==> config.mk <==
export PLATFORM = sky130hd
export DESIGN_NAME = i2c_cmd_sequencer
export DESIGN_NICKNAME = d
export VERILOG_FILES = /design/src/rtl/i2c_cmd_sequencer.sv
export SDC_FILE = /design/constraint.sdc
export NUM_CORES = 1
export LEC_CHECK = 0
export BUFFER_PORTS_ARGS = -buffer_cell sky130_fd_sc_hd__buf_4
export CORE_MARGIN = 5
export CORE_UTILIZATION = 55
export DETAILED_ROUTE_END_ITERATION = 8
export GPL_TIMING_DRIVEN = 1
export PLACE_DENSITY = 0.79
export REMOVE_ABC_BUFFERS = 1
export SYNTH_ARGS = -nofsm -noshare
export SYNTH_HDL_FRONTEND = slang
export SYNTH_SLANG_ARGS = --single-unit
==> constraint.sdc <==
create_clock -name clk -period 4.3 [get_ports clk]
set_input_delay 0.86 -clock clk [delete_from_list [all_inputs] [get_ports clk]]
set_output_delay 0.86 -clock clk [all_outputs]
set_load 0.005 [all_outputs]
==> src/rtl/i2c_cmd_sequencer.sv <==
// Command queue in front of i2c_master: buffers {rw, addr, wdata} entries and
// issues them one at a time over the enable/busy handshake, returning read bytes.
//
// state     | meaning
// IDLE      | waiting for a queued command, idle master and no pending read byte
// ISSUE     | m_enable held, waiting for m_busy or issue timeout
// WAIT_DONE | master running, waiting for m_busy to fall
// CAPTURE   | read byte registered; one gap cycle before the next issue
module i2c_cmd_sequencer #(
    parameter int DEPTH   = 4,
    parameter int TIMEOUT = 4096
) (
    input  logic                     clk,
    input  logic                     areset,
    input  logic                     cmd_valid,
    output logic                     cmd_ready,
    input  logic                     cmd_rw,
    input  logic [6:0]               cmd_addr,
    input  logic [7:0]               cmd_wdata,
    output logic [6:0]               m_addr,
    output logic [7:0]               m_data_in,
    output logic                     m_rw,
    output logic                     m_enable,
    input  logic                     m_busy,
    input  logic [7:0]               m_data_out,
    output logic [7:0]               rd_data,
    output logic                     rd_valid,
    input  logic                     rd_ready,
    output logic                     err_timeout,
    output logic [$clog2(DEPTH):0]   fifo_count,
    output logic                     seq_busy
);

    localparam int AW = $clog2(DEPTH);
    localparam int TW = $clog2(TIMEOUT + 1);
    localparam logic [AW:0] FULL_CNT = DEPTH[AW:0];

    typedef enum logic [1:0] {IDLE, ISSUE, WAIT_DONE, CAPTURE} state_t;

    state_t          state, state_nx;
    logic [15:0]     fifo_mem [DEPTH];
    logic [15:0]     head;
    logic [AW-1:0]   wr_ptr, rd_ptr;
    logic [AW:0]     count;
    logic [TW-1:0]   timer;
    logic            push, pop, issue_end, timed_out, capture;

    assign cmd_ready  = (count < FULL_CNT);
    assign push       = cmd_valid && cmd_ready;
    assign head       = fifo_mem[rd_ptr];
    assign fifo_count = count;
    assign seq_busy   = (count != '0) || (state != IDLE);

    always_ff @(posedge clk) begin
        if (push)
            fifo_mem[wr_ptr] <= {cmd_rw, cmd_addr, cmd_wdata};
    end

    always_ff @(posedge clk or posedge areset) begin
        if (areset) begin
            wr_ptr <= '0;
            rd_ptr <= '0;
            count  <= '0;
        end else begin
            if (push)
                wr_ptr <= wr_ptr + 1'b1;
            if (pop)
                rd_ptr <= rd_ptr + 1'b1;
            case ({push, pop})
                2'b10:   count <= count + 1'b1;
                2'b01:   count <= count - 1'b1;
                default: count <= count;
            endcase
        end
    end

    always_ff @(posedge clk or posedge areset) begin
        if (areset)
            state <= IDLE;
        else
            state <= state_nx;
    end

    always_comb begin
        state_nx  = state;
        pop       = 1'b0;
        issue_end = 1'b0;
        timed_out = 1'b0;
        capture   = 1'b0;
        case (state)
            IDLE: begin
                // a pending read byte blocks issue so it can never be overwritten
                if ((count != '0) && !m_busy && !rd_valid) begin
                    pop      = 1'b1;
                    state_nx = ISSUE;
                end
            end
            ISSUE: begin
                if (m_busy) begin
                    issue_end = 1'b1;
                    state_nx  = WAIT_DONE;
                end else if (timer == '0) begin
                    issue_end = 1'b1;
                    timed_out = 1'b1;
                    state_nx  = IDLE;
                end
            end
            WAIT_DONE: begin
                if (!m_busy) begin
                    if (m_rw) begin
                        capture  = 1'b1;
                        state_nx = CAPTURE;
                    end else begin
                        state_nx = IDLE;
                    end
                end
            end
            CAPTURE:  state_nx = IDLE;
            default:  state_nx = IDLE;
        endcase
    end

    // timer loads TIMEOUT-1 on issue and counts down; terminal count is zero
    always_ff @(posedge clk or posedge areset) begin
        if (areset) begin
            m_addr      <= '0;
            m_data_in   <= '0;
            m_rw        <= 1'b0;
            m_enable    <= 1'b0;
            timer       <= '0;
            err_timeout <= 1'b0;
            rd_data     <= '0;
            rd_valid    <= 1'b0;
        end else begin
            err_timeout <= timed_out;
            if (pop) begin
                m_addr    <= head[14:8];
                m_data_in <= head[7:0];
                m_rw      <= head[15];
                m_enable  <= 1'b1;
                timer     <= TW'(TIMEOUT - 1);
            end else if (issue_end) begin
                m_enable  <= 1'b0;
            end else if (state == ISSUE) begin
                timer     <= timer - 1'b1;
            end
            if (capture) begin
                rd_data  <= m_data_out;
                rd_valid <= 1'b1;
            end else if (rd_valid && rd_ready) begin
                rd_valid <= 1'b0;
            end
        end
    end

endmodule

* After elaboration in Yosys (flattened, before gate mapping)
Memories as Yosys holds them, arrays and structs flattened. A register that Yosys moved wholly into a read port is not among the register bits. Index checks and enable logic that the tools add are counted.
Storage, ports and cells: bits in registers 33, bits in writable memories 64, input port bits 29, output and inout bits 32, word-level logic and storage cells 68, memories 1
Memories:
- fifo_mem | words 4, width 16, read ports 1, clocked after memory_dff 1, wr ports 1, line 41 | logic [15:0] fifo_mem [DEPTH];
Cells by class: $add $sub $neg 5, $lt $le $gt $ge 1, equal/unequal tests 9, mux-type cells 26, reduce and logical (&&, ||, !) cells 17
Operators with widths (count):
- 2-to-1 mux 13 bit | 3
- 2-to-1 mux 1 bit | 16
- logical NOT 13 bit | 1
- subtractor 13 x 1 -> 13 bit (second input constant) | 1
- 2-to-1 mux 2 bit | 5
- nonzero test 2 bit | 5
- one-hot mux 2 bit (4 select lines) | 1
- == test 2 bit (second input constant) | 3
- != test 2 bit (second input constant) | 3
- one-hot mux 3 bit (2 select lines) | 1
- adder 2 x 1 -> 2 bit (second input constant) | 2
- == test 2 x 1 -> 1 bit (second input constant) | 2
- logical AND 1 bit | 4
- adder 3 x 1 -> 3 bit (second input constant) | 1
- < comparator 3 bit (second input constant) | 1
- != test 3 bit (second input constant) | 1
- AND reduction 3 bit | 1
- nonzero test 3 bit | 1
- subtractor 3 x 1 -> 3 bit (second input constant) | 1
- logical NOT 1 bit | 2
- logical NOT 2 bit | 1
- AND reduction 2 bit | 1
- logical OR 1 bit | 1

* Longest topological paths before layout
depth in word-level cells 7, depth in mapped cells 11, mapped depth without buffers 9

* Worst setup path after synthesis
No wires, ideal clock.
path kind input port to flip-flop, start point in m_busy, end point reg count[2] (netlist: fifo_count[2]), library setup time 0.080 ns, data arrival time 2.816 ns, required time 4.220 ns, path slack 1.404 ns, stages on the path 11, path buffers 2, cell sequence or2_1 or4_1 buf_6 inv_6 buf_4 ha_1 inv_1 fa_1 xor2_1 nor2_1 xnor2_1
On the way: longest elaborated chain between the ends 7, elaborated cells on any way between the ends 9, classes of those cells eq/ne (2); mux (3); reduce/logical (4)
RTL lines:
- from (decl) | line 24 | input logic m_busy,
- logical NOT 1 bit *
- logical AND 1 bit * (2 in a row) | line 93 | if ((count != '0) && !m_busy && !rd_valid) begin
- 2-to-1 mux 1 bit * | line 93
- 2-to-1 mux 1 bit * | line 90 | case (state)
- named net pop | line 46 | logic push, pop, issue_end, timed_out, capture;
- == test 2 x 1 -> 1 bit or == test 2 bit (tied branches) | line 69 | case ({push, pop})
- one-hot mux 3 bit (2 select lines) or nonzero test 2 bit (tied branches)
- to (signal assigned) | line 70 | 2'b10: count <= count + 1'b1;
- to (signal assigned) | line 71 | 2'b01: count <= count - 1'b1;
- to (signal assigned) | line 72 | default: count <= count;
- to (decl) | line 44 | logic [AW:0] count;
The timed path passes the listed nets; every way through them passes the cells marked *. A chain may end at the register's enable or synchronous reset.

* Final worst setup path
start point in m_busy, end point reg count[2] (netlist: fifo_count[2])
On the way: longest elaborated chain between the ends 7, elaborated cells on any way between the ends 9, classes of those cells eq/ne (2); mux (3); reduce/logical (4)
RTL lines (line):
- logical NOT 1 bit *
- logical AND 1 bit * (2 in a row) | 93
- 2-to-1 mux 1 bit * | 93
- 2-to-1 mux 1 bit * | 90
- == test 2 x 1 -> 1 bit or == test 2 bit (tied branches) | 69
- one-hot mux 3 bit (2 select lines) or nonzero test 2 bit (tied branches)
Mark *: on every way between the ends. The rest lies on a longest branch, timed or not.

==> results.json <==
{
  "max_freq_mhz": 366,
  "synth_cells": 312,
  "via_count": 2728,
  "ioPinCount": 61,
  "antenna_found_initial": 0,
  "arrival_ns": 3.16,
  "holdBufCountCts": 0,
  "pwr-share-seq_pct": 42.4,
  "grt_max_degree": 50,
  "setup_violations": 0,
  "finalInstanceArea_um2": 5700,
  "routedWlPerCell_um": 17.7,
  "yosysUniqueCellTypes": 48,
  "die_h_um": 102,
  "synth_area_per_cell_um2": 14.9,
  "path_max_fanout": 25,
  "track_usage_pct": 18.6,
  "rr_worst_depth": 10,
  "synth_top_cell_by_area": "edfxtp_1",
  "outcome": "complete, no violations",
  "ys.flop_type": "edfxtp_1",
  "dieArea_um2": 10400,
  "drive_gt1_share_pct": 32.8,
  "power_mw": 3.85,
  "utilization_pct": 69.4,
  "cts-root-buf": "clkbuf_8",
  "m1WireLength_mm": 3.69,
  "grt_pass1_wl_mm": 14.2,
  "clock_latency_ns": 0.51,
  "core_area_um2": 8220,
  "cts_sinks": 113,
  "cp.required_ns": 4.73,
  "async_flop_share_pct": 43.4,
  "start_util_pct": 56.4,
  "portBuffers": 60,
  "dieWidth_um": 102,
  "wl_mm": 8.81,
  "fin_crit_sh_pct": 63.6,
  "holdPathStages": 2,
  "yosys-top-cells-area": "edfxtp_1 (41%), dfrtp_1 (26%), mux4_2 (7.8%), nand2_1 (4.4%), mux2_2 (1.9%)",
  "htreeDepth": 4,
  "finalMaxSlewViolations": 0,
  "viasPerCell": 5.48,
  "ys_seq_elements": 113,
  "worstSetupPathType": "in -> reg",
  "cts_setup_buffers": 0,
  "seq_area_frac_synth_pct": 67.9,
  "drc": 0,
  "dr.max_layer_used": "met4",
  "maxSlewHeadroom_pct": 25.1,
  "syn_to_final_growth_pct": 22.9,
  "ys_warn_count": 0,
  "dr.pass1.iters": 4,
  "grt_pass1_vias": 2820,
  "max_cap_violations": 0,
  "cts_buffer_depth": 2,
  "diodes": 0,
  "hold_viol": 0,
  "hpwl_mm": 5.42,
  "p_leak_nw": 2.27,
  "ant_nets": 0,
  "cts_tree": "built",
  "power_frac_comb_pct": 24.6,
  "rsz0062_at_grt": "no",
  "cp-start-kind": "input pin",
  "fin_skew_ns": 0.00702,
  "internal_power_mw": 2.69,
  "routed-wl-met3_um": 604,
  "synth_area_um2": 4640,
  "switchingPower_mw": 1.16,
  "clk_pin_slew_ns": 0.06,
  "setup_tns_ns": 0,
  "fin_crit_ns": 2.73,
  "cts_buffers": 17,
  "dpl_cell_area_um2": 5150,
  "synth_enable_flop_cells": 64,
  "p_clk_share_pct": 33.0,
  "nFillCells": 542,
  "post_cts_resized": 0,
  "power_density_nw_per_um2": 676,
  "gr-total-overflow": 0,
  "drtIter0Drc": 134,
  "rows": 33,
  "finalWeightedCongestion": 0.849,
  "min_path_type": "reg -> reg",
  "swShare_pct": 30.1,
  "peakVddDrop_mv": 0.460,
  "fin_nets": 417,
  "tightest_slew_ns": 1.12,
  "wl_met2_mm": 4.39,
  "critPathCaptureType": "flip-flop",
  "synth_top_area_share_pct": 41.4
}
cells in the mapped netlist (all sizes together), types with 4 or more instances:
cell type	number
a21oi	8
a31oi	6
and2	4
buf	8
clkbuf	4
dfrtp	49
edfxtp	64
ha	7
inv	15
mux2	8
mux4	16
nand2	54
nor2	13
nor3	5
o21ai	8
xnor2	5
stage by stage:
stage	hold WS [ns]	cells	setup slack, ns
3_3_place_gp	0.465	466	1.11
5_1_grt	0.506	498	1.36
2_1_floorplan	0.468	300	1.16
6_report	0.483	498	1.57
4_1_cts	0.487	498	1.58
3_5_place_dp	0.464	466	1.05
per-layer routing:
| layer | vias up | global-route usage (%) |
|---|---|---|
| li1 | 1283 | - |
| met1 | 1346 | 24.2 |
| met2 | 88 | 29.5 |
| met3 | 11 | 6.48 |
| met4 | 0 | 6.46 |
| met5 | - | 0 |
flip-flops by register name (all words and copies together), names as in the netlist:
register,cells
fifo_count,3
rd_valid,1
timer,13
m_rw,1
rd_data,8
err_timeout,1
m_data_in,8
fifo_mem,64
rd_ptr,2
m_addr,7
state,2
m_enable,1
wr_ptr,2
power by group through the flow:
| stage | registers, mW | clock network, mW | logic [mW] |
|---|---|---|---|
| floorplan | 1.61 | 0 | 0.566 |
| global placement | 1.64 | 0 | 0.926 |
| detailed placement | 1.65 | 0 | 0.954 |
| CTS | 1.64 | 1.29 | 0.969 |
| global route | 1.67 | 1.34 | 1.06 |
| finish | 1.63 | 1.27 | 0.948 |
worst max-delay path, cell delays in order:
cell and delay, ns:
buf_4 0.13, or2_1 0.25, or4_1 0.41, buf_4 0.26
inv_6 0.22, ha_1 0.22, inv_1 0.06, fa_1 0.37
xor2_1 0.15, nor2_1 0.11, xnor2_1 0.13
layout by cell type, fill, tap and decap left out, types with 2 or more instances in the layout:
| cell type | count |
|---|---|
| edfxtp_1 | 64 |
| buf_4 | 61 |
| nand2_1 | 54 |
| dfrtp_1 | 49 |
| mux4_2 | 16 |
| clkbuf_16 | 16 |
| inv_1 | 13 |
| nor2_1 | 12 |
| mux2_2 | 8 |
| a21oi_1 | 7 |
| o21ai_0 | 7 |
| ha_1 | 7 |
| a31oi_1 | 6 |
| nor3_1 | 5 |
| xnor2_1 | 5 |
| clkinv_4 | 5 |
| and2_1 | 4 |
| clkinvlp_4 | 4 |
| inv_6 | 3 |
| o22ai_1 | 3 |
| a211oi_1 | 3 |
| and4_1 | 3 |
| and3_1 | 3 |
| clkinv_2 | 3 |
| mux2i_1 | 2 |
| or3b_2 | 2 |
| nor3b_1 | 2 |
| a311oi_1 | 2 |
cell type report:
cell class	instances	area, um2	area share, %
Tap cell	105	131	2.30
Inverter	15	61.3	1.08
Timing Repair Buffer	61	458	8.03
Clock buffer	17	414	7.27
Clock inverter	15	136	2.39
Sequential cell	113	3150	55.2
Multi-Input combinational cell	172	1350	23.7
worst paths after layout:
kind                                start             to  slack, ns
worst max register to register   state[0]  fifo_count[2]       1.57
worst min-delay path            m_addr[1]      m_addr[1]       0.48
min in group asynchronous          areset       timer[9]       0.63
worst min register to register  m_addr[1]      m_addr[1]       0.48
max in group asynchronous          areset       timer[1]       3.02
worst max-delay path               m_busy  fifo_count[2]       1.57
cell families after synthesis:
family,count (synthesis),synth area share [%]
simple gates,98,10.5
compound gates,34,5.02
xor+xnor,6,1.13
mux,26,10.1
fa+ha+maj,8,2.32
flops,113,67.9
buf+inv,27,2.97
(Power assumes the default switching activity.)
